### config.mk
export PLATFORM = sky130hd
export DESIGN_NAME = load_store_unit
export DESIGN_NICKNAME = d
export VERILOG_FILES = /design/src/rtl/load_store_unit_pkg.sv /design/src/rtl/load_store_unit_load_align.sv /design/src/rtl/load_store_unit.sv
export SDC_FILE = /design/constraint.sdc
export NUM_CORES = 1
export LEC_CHECK = 0
export ABC_AREA = 1
export BUFFER_PORTS_ARGS = -buffer_cell sky130_fd_sc_hd__buf_2
export CAP_MARGIN = 20
export CORE_ASPECT_RATIO = 0.7
export CORE_MARGIN = 5
export CORE_UTILIZATION = 44
export DETAILED_ROUTE_END_ITERATION = 10
export PLACE_DENSITY = 0.76
export RECOVER_POWER = 100
export SETUP_SLACK_MARGIN = 0.05
export SYNTH_ARGS = -nofsm -noshare
export SYNTH_HDL_FRONTEND = slang
export SYNTH_SLANG_ARGS = --single-unit
### constraint.sdc
create_clock -name clk -period 1.8 [get_ports clk]
set_input_delay 0.18 -clock clk [delete_from_list [all_inputs] [get_ports clk]]
set_output_delay 0.18 -clock clk [all_outputs]
set_load 0.03 [all_outputs]
### src/rtl/load_store_unit_pkg.sv
// Shared CPU definitions for the load/store unit: RV32I width codes, FSM states
// and small helpers for legality checking and store lane formatting.
package load_store_unit_pkg;

    localparam logic [2:0] F3_LB  = 3'b000;
    localparam logic [2:0] F3_LH  = 3'b001;
    localparam logic [2:0] F3_LW  = 3'b010;
    localparam logic [2:0] F3_LBU = 3'b100;
    localparam logic [2:0] F3_LHU = 3'b101;
    localparam logic [2:0] F3_SB  = 3'b000;
    localparam logic [2:0] F3_SH  = 3'b001;
    localparam logic [2:0] F3_SW  = 3'b010;

    typedef enum logic [1:0] {
        IDLE,
        ACCESS,
        RESP
    } lsu_state_t;

    // Undefined width codes are reported through the same misaligned flag.
    function automatic logic lsu_misaligned(input logic       is_store,
                                            input logic [2:0] funct3,
                                            input logic [1:0] addr_lo);
        logic bad;
        bad = 1'b1;
        if (is_store) begin
            case (funct3)
                F3_SB:   bad = 1'b0;
                F3_SH:   bad = addr_lo[0];
                F3_SW:   bad = |addr_lo;
                default: bad = 1'b1;
            endcase
        end else begin
            case (funct3)
                F3_LB, F3_LBU: bad = 1'b0;
                F3_LH, F3_LHU: bad = addr_lo[0];
                F3_LW:         bad = |addr_lo;
                default:       bad = 1'b1;
            endcase
        end
        return bad;
    endfunction

    function automatic logic [3:0] lsu_wstrb(input logic [2:0] funct3,
                                             input logic [1:0] addr_lo);
        logic [3:0] strb;
        case (funct3)
            F3_SB:   strb = 4'b0001 << addr_lo;
            F3_SH:   strb = 4'b0011 << addr_lo;
            F3_SW:   strb = 4'b1111;
            default: strb = 4'b0000;
        endcase
        return strb;
    endfunction

    function automatic logic [31:0] lsu_wdata(input logic [2:0]  funct3,
                                              input logic [31:0] data);
        logic [31:0] wd;
        case (funct3)
            F3_SB:   wd = {4{data[7:0]}};
            F3_SH:   wd = {2{data[15:0]}};
            default: wd = data;
        endcase
        return wd;
    endfunction

endpackage

### src/rtl/load_store_unit_load_align.sv
// Load byte/halfword selection and sign/zero extension of the memory read word.
module load_align
    import load_store_unit_pkg::*;
(
    input  logic [31:0] rdata,
    input  logic [1:0]  addr,
    input  logic [2:0]  funct3,
    output logic [31:0] result
);

    logic [7:0]  byte_sel;
    logic [15:0] half_sel;

    always_comb begin
        byte_sel = rdata[{addr, 3'b000} +: 8];
        half_sel = rdata[{addr[1], 4'b0000} +: 16];
        case (funct3)
            F3_LB:   result = {{24{byte_sel[7]}}, byte_sel};
            F3_LBU:  result = {24'h000000, byte_sel};
            F3_LH:   result = {{16{half_sel[15]}}, half_sel};
            F3_LHU:  result = {16'h0000, half_sel};
            default: result = rdata;
        endcase
    end

endmodule

### src/rtl/load_store_unit.sv
// Multi-cycle load/store unit: one outstanding memory access with registered
// memory-side outputs, access timeout and misalignment reporting.
module load_store_unit
    import load_store_unit_pkg::*;
#(
    parameter int unsigned TIMEOUT_CYCLES = 16
) (
    input  logic        clk,
    input  logic        reset,
    input  logic        start,
    input  logic        is_store,
    input  logic [2:0]  funct3,
    input  logic [31:0] addr,
    input  logic [31:0] store_data,
    output logic        busy,
    output logic        done,
    output logic [31:0] load_data,
    output logic        misaligned,
    output logic        timeout,
    output logic        mem_req,
    output logic        mem_we,
    output logic [31:0] mem_addr,
    output logic [31:0] mem_wdata,
    output logic [3:0]  mem_wstrb,
    input  logic        mem_ack,
    input  logic [31:0] mem_rdata
);

    localparam int unsigned CW = $clog2(TIMEOUT_CYCLES + 1);
    localparam logic [CW-1:0] CNT_LIMIT = CW'(TIMEOUT_CYCLES - 1);

    lsu_state_t  state_q, state_d;
    logic        is_store_q, is_store_d;
    logic [2:0]  funct3_q, funct3_d;
    logic [1:0]  addr_lo_q, addr_lo_d;
    logic [CW-1:0] cnt_q, cnt_d;
    logic        mem_req_q, mem_req_d;
    logic        mem_we_q, mem_we_d;
    logic [31:0] mem_addr_q, mem_addr_d;
    logic [31:0] mem_wdata_q, mem_wdata_d;
    logic [3:0]  mem_wstrb_q, mem_wstrb_d;
    logic [31:0] load_data_q, load_data_d;
    logic        done_q, done_d;
    logic        misaligned_q, misaligned_d;
    logic        timeout_q, timeout_d;
    logic [31:0] aligned_rdata;

    load_align u_load_align (
        .rdata  (mem_rdata),
        .addr   (addr_lo_q),
        .funct3 (funct3_q),
        .result (aligned_rdata)
    );

    always_comb begin
        state_d      = state_q;
        is_store_d   = is_store_q;
        funct3_d     = funct3_q;
        addr_lo_d    = addr_lo_q;
        cnt_d        = cnt_q;
        mem_req_d    = mem_req_q;
        mem_we_d     = mem_we_q;
        mem_addr_d   = mem_addr_q;
        mem_wdata_d  = mem_wdata_q;
        mem_wstrb_d  = mem_wstrb_q;
        load_data_d  = load_data_q;
        done_d       = 1'b0;
        misaligned_d = 1'b0;
        timeout_d    = 1'b0;

        case (state_q)
            IDLE: begin
                if (start) begin
                    is_store_d = is_store;
                    funct3_d   = funct3;
                    addr_lo_d  = addr[1:0];
                    cnt_d      = '0;
                    if (lsu_misaligned(is_store, funct3, addr[1:0])) begin
                        state_d      = RESP;
                        done_d       = 1'b1;
                        misaligned_d = 1'b1;
                    end else begin
                        state_d     = ACCESS;
                        mem_req_d   = 1'b1;
                        mem_we_d    = is_store;
                        mem_addr_d  = {addr[31:2], 2'b00};
                        mem_wstrb_d = is_store ? lsu_wstrb(funct3, addr[1:0]) : 4'b0000;
                        mem_wdata_d = is_store ? lsu_wdata(funct3, store_data) : '0;
                    end
                end
            end
            ACCESS: begin
                // Ack in the limit cycle is checked first so it beats the timeout.
                if (mem_ack) begin
                    state_d   = RESP;
                    done_d    = 1'b1;
                    mem_req_d = 1'b0;
                    mem_we_d  = 1'b0;
                    if (!is_store_q) begin
                        load_data_d = aligned_rdata;
                    end
                end else if (cnt_q == CNT_LIMIT) begin
                    state_d   = RESP;
                    done_d    = 1'b1;
                    timeout_d = 1'b1;
                    mem_req_d = 1'b0;
                    mem_we_d  = 1'b0;
                    if (!is_store_q) begin
                        load_data_d = '0;
                    end
                end else begin
                    cnt_d = cnt_q + 1'b1;
                end
            end
            RESP: begin
                state_d = IDLE;
            end
            default: begin
                state_d = IDLE;
            end
        endcase
    end

    always_ff @(posedge clk) begin
        if (reset) begin
            state_q      <= IDLE;
            is_store_q   <= 1'b0;
            funct3_q     <= '0;
            addr_lo_q    <= '0;
            cnt_q        <= '0;
            mem_req_q    <= 1'b0;
            mem_we_q     <= 1'b0;
            mem_addr_q   <= '0;
            mem_wdata_q  <= '0;
            mem_wstrb_q  <= '0;
            load_data_q  <= '0;
            done_q       <= 1'b0;
            misaligned_q <= 1'b0;
            timeout_q    <= 1'b0;
        end else begin
            state_q      <= state_d;
            is_store_q   <= is_store_d;
            funct3_q     <= funct3_d;
            addr_lo_q    <= addr_lo_d;
            cnt_q        <= cnt_d;
            mem_req_q    <= mem_req_d;
            mem_we_q     <= mem_we_d;
            mem_addr_q   <= mem_addr_d;
            mem_wdata_q  <= mem_wdata_d;
            mem_wstrb_q  <= mem_wstrb_d;
            load_data_q  <= load_data_d;
            done_q       <= done_d;
            misaligned_q <= misaligned_d;
            timeout_q    <= timeout_d;
        end
    end

    assign busy       = ((state_q == IDLE) && start) || (state_q == ACCESS);
    assign done       = done_q;
    assign load_data  = load_data_q;
    assign misaligned = misaligned_q;
    assign timeout    = timeout_q;
    assign mem_req    = mem_req_q;
    assign mem_we     = mem_we_q;
    assign mem_addr   = mem_addr_q;
    assign mem_wdata  = mem_wdata_q;
    assign mem_wstrb  = mem_wstrb_q;

endmodule

# Word-level counts from Yosys, hierarchy flattened
# Cells that the tools add are included.
# op_classes
addsub	1
eq_ne	14
n_shift	4
muxes	36
bitwise_logic	4
n_reduce_logical	18
# ops
op	n
32-bit 2-to-1 mux	5
32-bit one-hot mux with 4 select lines	1
32-bit one-hot mux with 2 select lines	1
32-bit by 6-bit indexed part select with 16-bit output	1
32-bit by 6-bit indexed part select with 8-bit output	1
5-bit 2-to-1 mux	3
1-bit 2-to-1 mux	13
3-bit equality test (second input constant)	4
4-bit one-hot mux with 3 select lines	1
5-bit one-hot mux with 2 select lines	1
2-bit 2-to-1 mux	4
2-bit != test (second input constant)	4
4-bit AND reduction	2
2-bit OR reduction	4
3-bit by 1-bit equality test with 1-bit output (second input constant)	2
3-bit logical NOT	2
1-bit one-hot mux with 2 select lines	3
1-bit one-hot mux with 3 select lines	2
3-bit AND reduction	2
5-bit by 1-bit adder with 5-bit output (second input constant)	1
5-bit by 4-bit equality test with 1-bit output (second input constant)	1
4-bit 2-to-1 mux	1
1-bit inverter	4
2-bit one-hot mux with 2 select lines	1
other kinds (11)	13
# totals
reg_bits	116
output_inout_bits	106

# Logic depth before layout (Yosys ltp)
# logic_depth
depth_word	9
depth_mapped	10
ltp_nobuf	10

# Hierarchy
# A second synthesis with hierarchy kept.
# unflattened
hier_cells	805
hier_area_um2	5575.3
# by_module_without_submodules
mod	n_inst	cells_per_inst	area_each_um2
load_store_unit	1	636	4703.3
load_align	1	169	872.1

# Least setup slack after synthesis
# OpenSTA, ideal clock, no wires.
# synth_timing
path_kind	register to register
start	register cnt_q[1]
end	register load_data_q[6], in the netlist load_data[6]
setup_ns	0.123
arrival_time_ns	1.699
required_time_ns	1.677
path_slack_ns	-0.023
path_stages_with_launch	10
synth_period_minus_slack_ns	1.823
path_cell_list	dfxtp_1 > ha_1 > inv_1 > nor3_1 > ha_1 > o21ai_1 > nor2_1 > clkbuf_1 > buf_2 > a21oi_1
# synth_via
elab_chain_cells	3
# synth_lines
element	line_no	source
start: declaration	load_store_unit.sv:36	logic [CW-1:0] cnt_q, cnt_d;
start signal: assignment	load_store_unit.sv:145	cnt_q <= cnt_d;
5-bit by 4-bit equality test with 1-bit output	load_store_unit.sv:102	end else if (cnt_q == CNT_LIMIT) begin
2-bit nonzero test (no source line)	--	
3-bit AND reduction (no source line)	--	
end signal: assignment	load_store_unit.sv:151	load_data_q <= load_data_d;
end: declaration	load_store_unit.sv:42	logic [31:0] load_data_q, load_data_d;
# Every way passes these cells.
# A chain may end at the register's enable or synchronous reset.

# Worst setup path after layout
# Same ends and word-level chain as after synthesis.

==> reports/metrics.yaml <==
status:
  status: "complete, no violations"
die:
  dieArea_sq_um: 14700
  die_y_um: 103
  core_area_sq_um: 11900
  io_pins: 210
  rows: 33
  die_w_um: 143
  start_util_pct: 45.5
sta:
  whs_ns: 0.0385
  max_clock_freq_mhz: 590
  finalSetupTns_ns: 0
  worstMarginPinSlew_ns: 0.500
  setup_ws_ns: 0.105
  fin_worst_skew_ns: 0.00853
  rsz0062_at_grt: "true"
  period_needed_ns: 1.69
  finalHoldViolations: 0
  min_period_over_period_pct: 94.2
  setup_viol: 0
  slew_headroom_pct: 66.7
  slew_violations: 0
critical_path:
  worstSetupPathType: "reg2reg"
  crit_start: "cnt_q[1]"
  required_ns: 2.08
  critPathArrivalTime_ns: 1.98
  rr_startpoint: "cnt_q[1]"
  start_kind: "flip-flop"
  endpoint_kind: "flip-flop"
  crit_fanout: 6
clocking:
  ctsHoldBuffers: 0
  clock_latency_ns: 0.41
  clk_pin_slew_ns: 0.06
  numClockSinks: 116
  htreeDepth: 4
  cts_tree: "done"
  clockBufferDepth: 2
  root_buffer: "clkbuf_16"
  numCtsBuffers: 17
placed_design:
  port-buffer-count: 207
  routabilityCongestion: 0.927
  pre_cts_ws_ns: 0.0787
  dp_hpwl_um: 12500
power:
  total_power_w: 0.00761
  combPwrFrac_pct: 18.1
  pwr-share-seq_pct: 36.2
  switching_share_pct: 29.3
  p_int_w: 0.00538
  power.density_nw_per_um2: 1030
  p_leak_nw: 3.02
  ir_drop_mv: 0.709
  p_sw_w: 0.00223
  clockPowerShare_pct: 45.6
global_routing:
  gr-usage-all-layers_pct: 22.8
  grt_pass1_vias: 5424
  grt_overflow: 0
  grt_pass1_wl_um: 27000
  antenna_found_initial: 2
  grt_max_degree: 45
cells_and_area:
  drive_gt1_share_pct: 19.9
  n_fill_cell: 1121
  diodes: 0
  layout_commonest_cell: "nand2_1"
  area_growth_pct: 36.8
  multi_input_area_sq_um: 2710
  final_cell_mix: "160 x nand2_1, 133 x a21oi_1, 114 x dfxtp_1, 105 x clkbuf_1, 103 x buf_2"
  register_area_sq_um: 2320
  postLayoutCoreUtil_pct: 62.3
  nets: 1098
yosys:
  synth-seq-cells: 116
  syn_area_sq_um: 5420
  synth.avg_cell_area_sq_um: 6.93
  yosysSeqAreaShare_pct: 42.9
  synth_cells: 782
  synth.distinct_cells: 30
  ys_warn_count: 0
min_path:
  min_from: "addr[2]"
  worstHoldPathType: "in2reg"
drt:
  viasPerCell: 5.25
  wl_per_cell_um: 15.7
  ant_nets: 0
  drc: 0
  dr.first_iter.drc_count: 575
  dr.pass1.iters: 5
  wirelength_um: 18200
  via_count: 6095
run:
  cap_violations: 0
critical path: stages (launching register included):
cell and delay [ns]:
dfxtp_2 0.35, ha_4 0.13, inv_2 0.04, nor3_2 0.11, ha_2 0.23, o21ai_4 0.08, nor2_4 0.16, buf_12 0.14
buf_8 0.13, clkbuf_16 0.15, a21oi_2 0.05
worst paths after layout:
path | to | slack [ns] | cells past startpoint
worst max-delay path | load_data[6] | 0.11 | 10
worst min-delay path | mem_addr[2] | 0.04 | 3
worst max register to register | load_data[6] | 0.11 | 10
worst min register to register | mem_wdata[7] | 0.46 | 2
flip-flops by register name (all words and copies together) (netlist names), 2 cells and up:
name / flops
funct3_q: 3
addr_lo_q: 2
mem_addr: 30
load_data: 32
mem_wstrb: 4
state_q: 2
cnt_q: 5
mem_wdata: 32
metrics by stage:
stage	instances	cell area, sq um
2_1_floorplan	783	5420
3_3_place_gp	1119	6670
3_5_place_dp	1119	6670
4_1_cts	1151	7300
5_1_grt	1162	7410
6_report	1162	7410
Yosys cell counts:
library cell / instances / share of area (%)
nor3_1: 7 / 0.65
nor4_1: 2 / 0.23
conb_1: 1 / 0.069
inv_1: 53 / 3.7
buf_4: 3 / 0.42
nor2_1: 61 / 4.2
o211ai_1: 3 / 0.42
o21ai_1: 3 / 0.28
a21boi_4: 1 / 0.35
o21ai_2: 1 / 0.16
a211oi_1: 1 / 0.14
buf_2: 20 / 1.8
buf_1: 1 / 0.069
nand3_1: 25 / 2.3
dfxtp_1: 116 / 43
nand2_1: 162 / 11
nand4_1: 43 / 5.0
clkbuf_1: 32 / 2.2
a21o_1: 2 / 0.28
a21oi_1: 137 / 13
o21ai_0: 82 / 7.6
nor3b_1: 1 / 0.14
o31ai_1: 1 / 0.14
or2_0: 9 / 1.0
nand3_2: 2 / 0.37
o22ai_1: 1 / 0.12
or2_2: 7 / 0.81
o221ai_1: 1 / 0.16
clkinv_1: 2 / 0.14
ha_1: 2 / 0.46
cell families after synthesis:
family | after synthesis | synth area share, %
AO/OA/AOI/OAI | 233 | 22.3
adder cells (fa/ha/maj) | 2 | 0.462
buffers and inverters | 111 | 8.36
flip-flops | 116 | 42.9
other | 1 | 0.0692
AND/OR/NAND/NOR | 319 | 26.0
area by class of cell:
cell class,count,share of cell area [%]
clock buffer,20,6.17
tap,157,2.65
sequential,116,31.4
clock inverter,12,2.08
inverter,55,2.84
multi-input combinational,556,36.6
timing repair buffer,246,18.3
routing by layer:
metal  GRT usage [%]  up-vias  part of all wire, %
met4            6.94        4                  1.5
li1                -     3060                    -
met3            9.09       34                   11
met1            32.2     2712                   45
met2            32.2      285                   43
met5               0        -                 0.10
repair_timing:
action	CTS	global route
setup buffers	0	4
pin swaps	2	5
setup endpoints to repair	2	50
gates resized for setup	3	37
endpoints found under the hold margin	0	0
cloned	0	7
power groups by stage:
| stage | registers [W] | logic, W | clock network, W |
|---|---|---|---|
| after global placement | 0.00281 | 0.00133 | 0 |
| after floorplan | 0.00300 | 0.000680 | 0 |
| after global routing | 0.00277 | 0.00151 | 0.00364 |
| after detailed placement | 0.00281 | 0.00134 | 0 |
| final | 0.00276 | 0.00138 | 0.00347 |
| after CTS | 0.00275 | 0.00135 | 0.00351 |
Note: power is estimated with default switching activity, not from simulation.
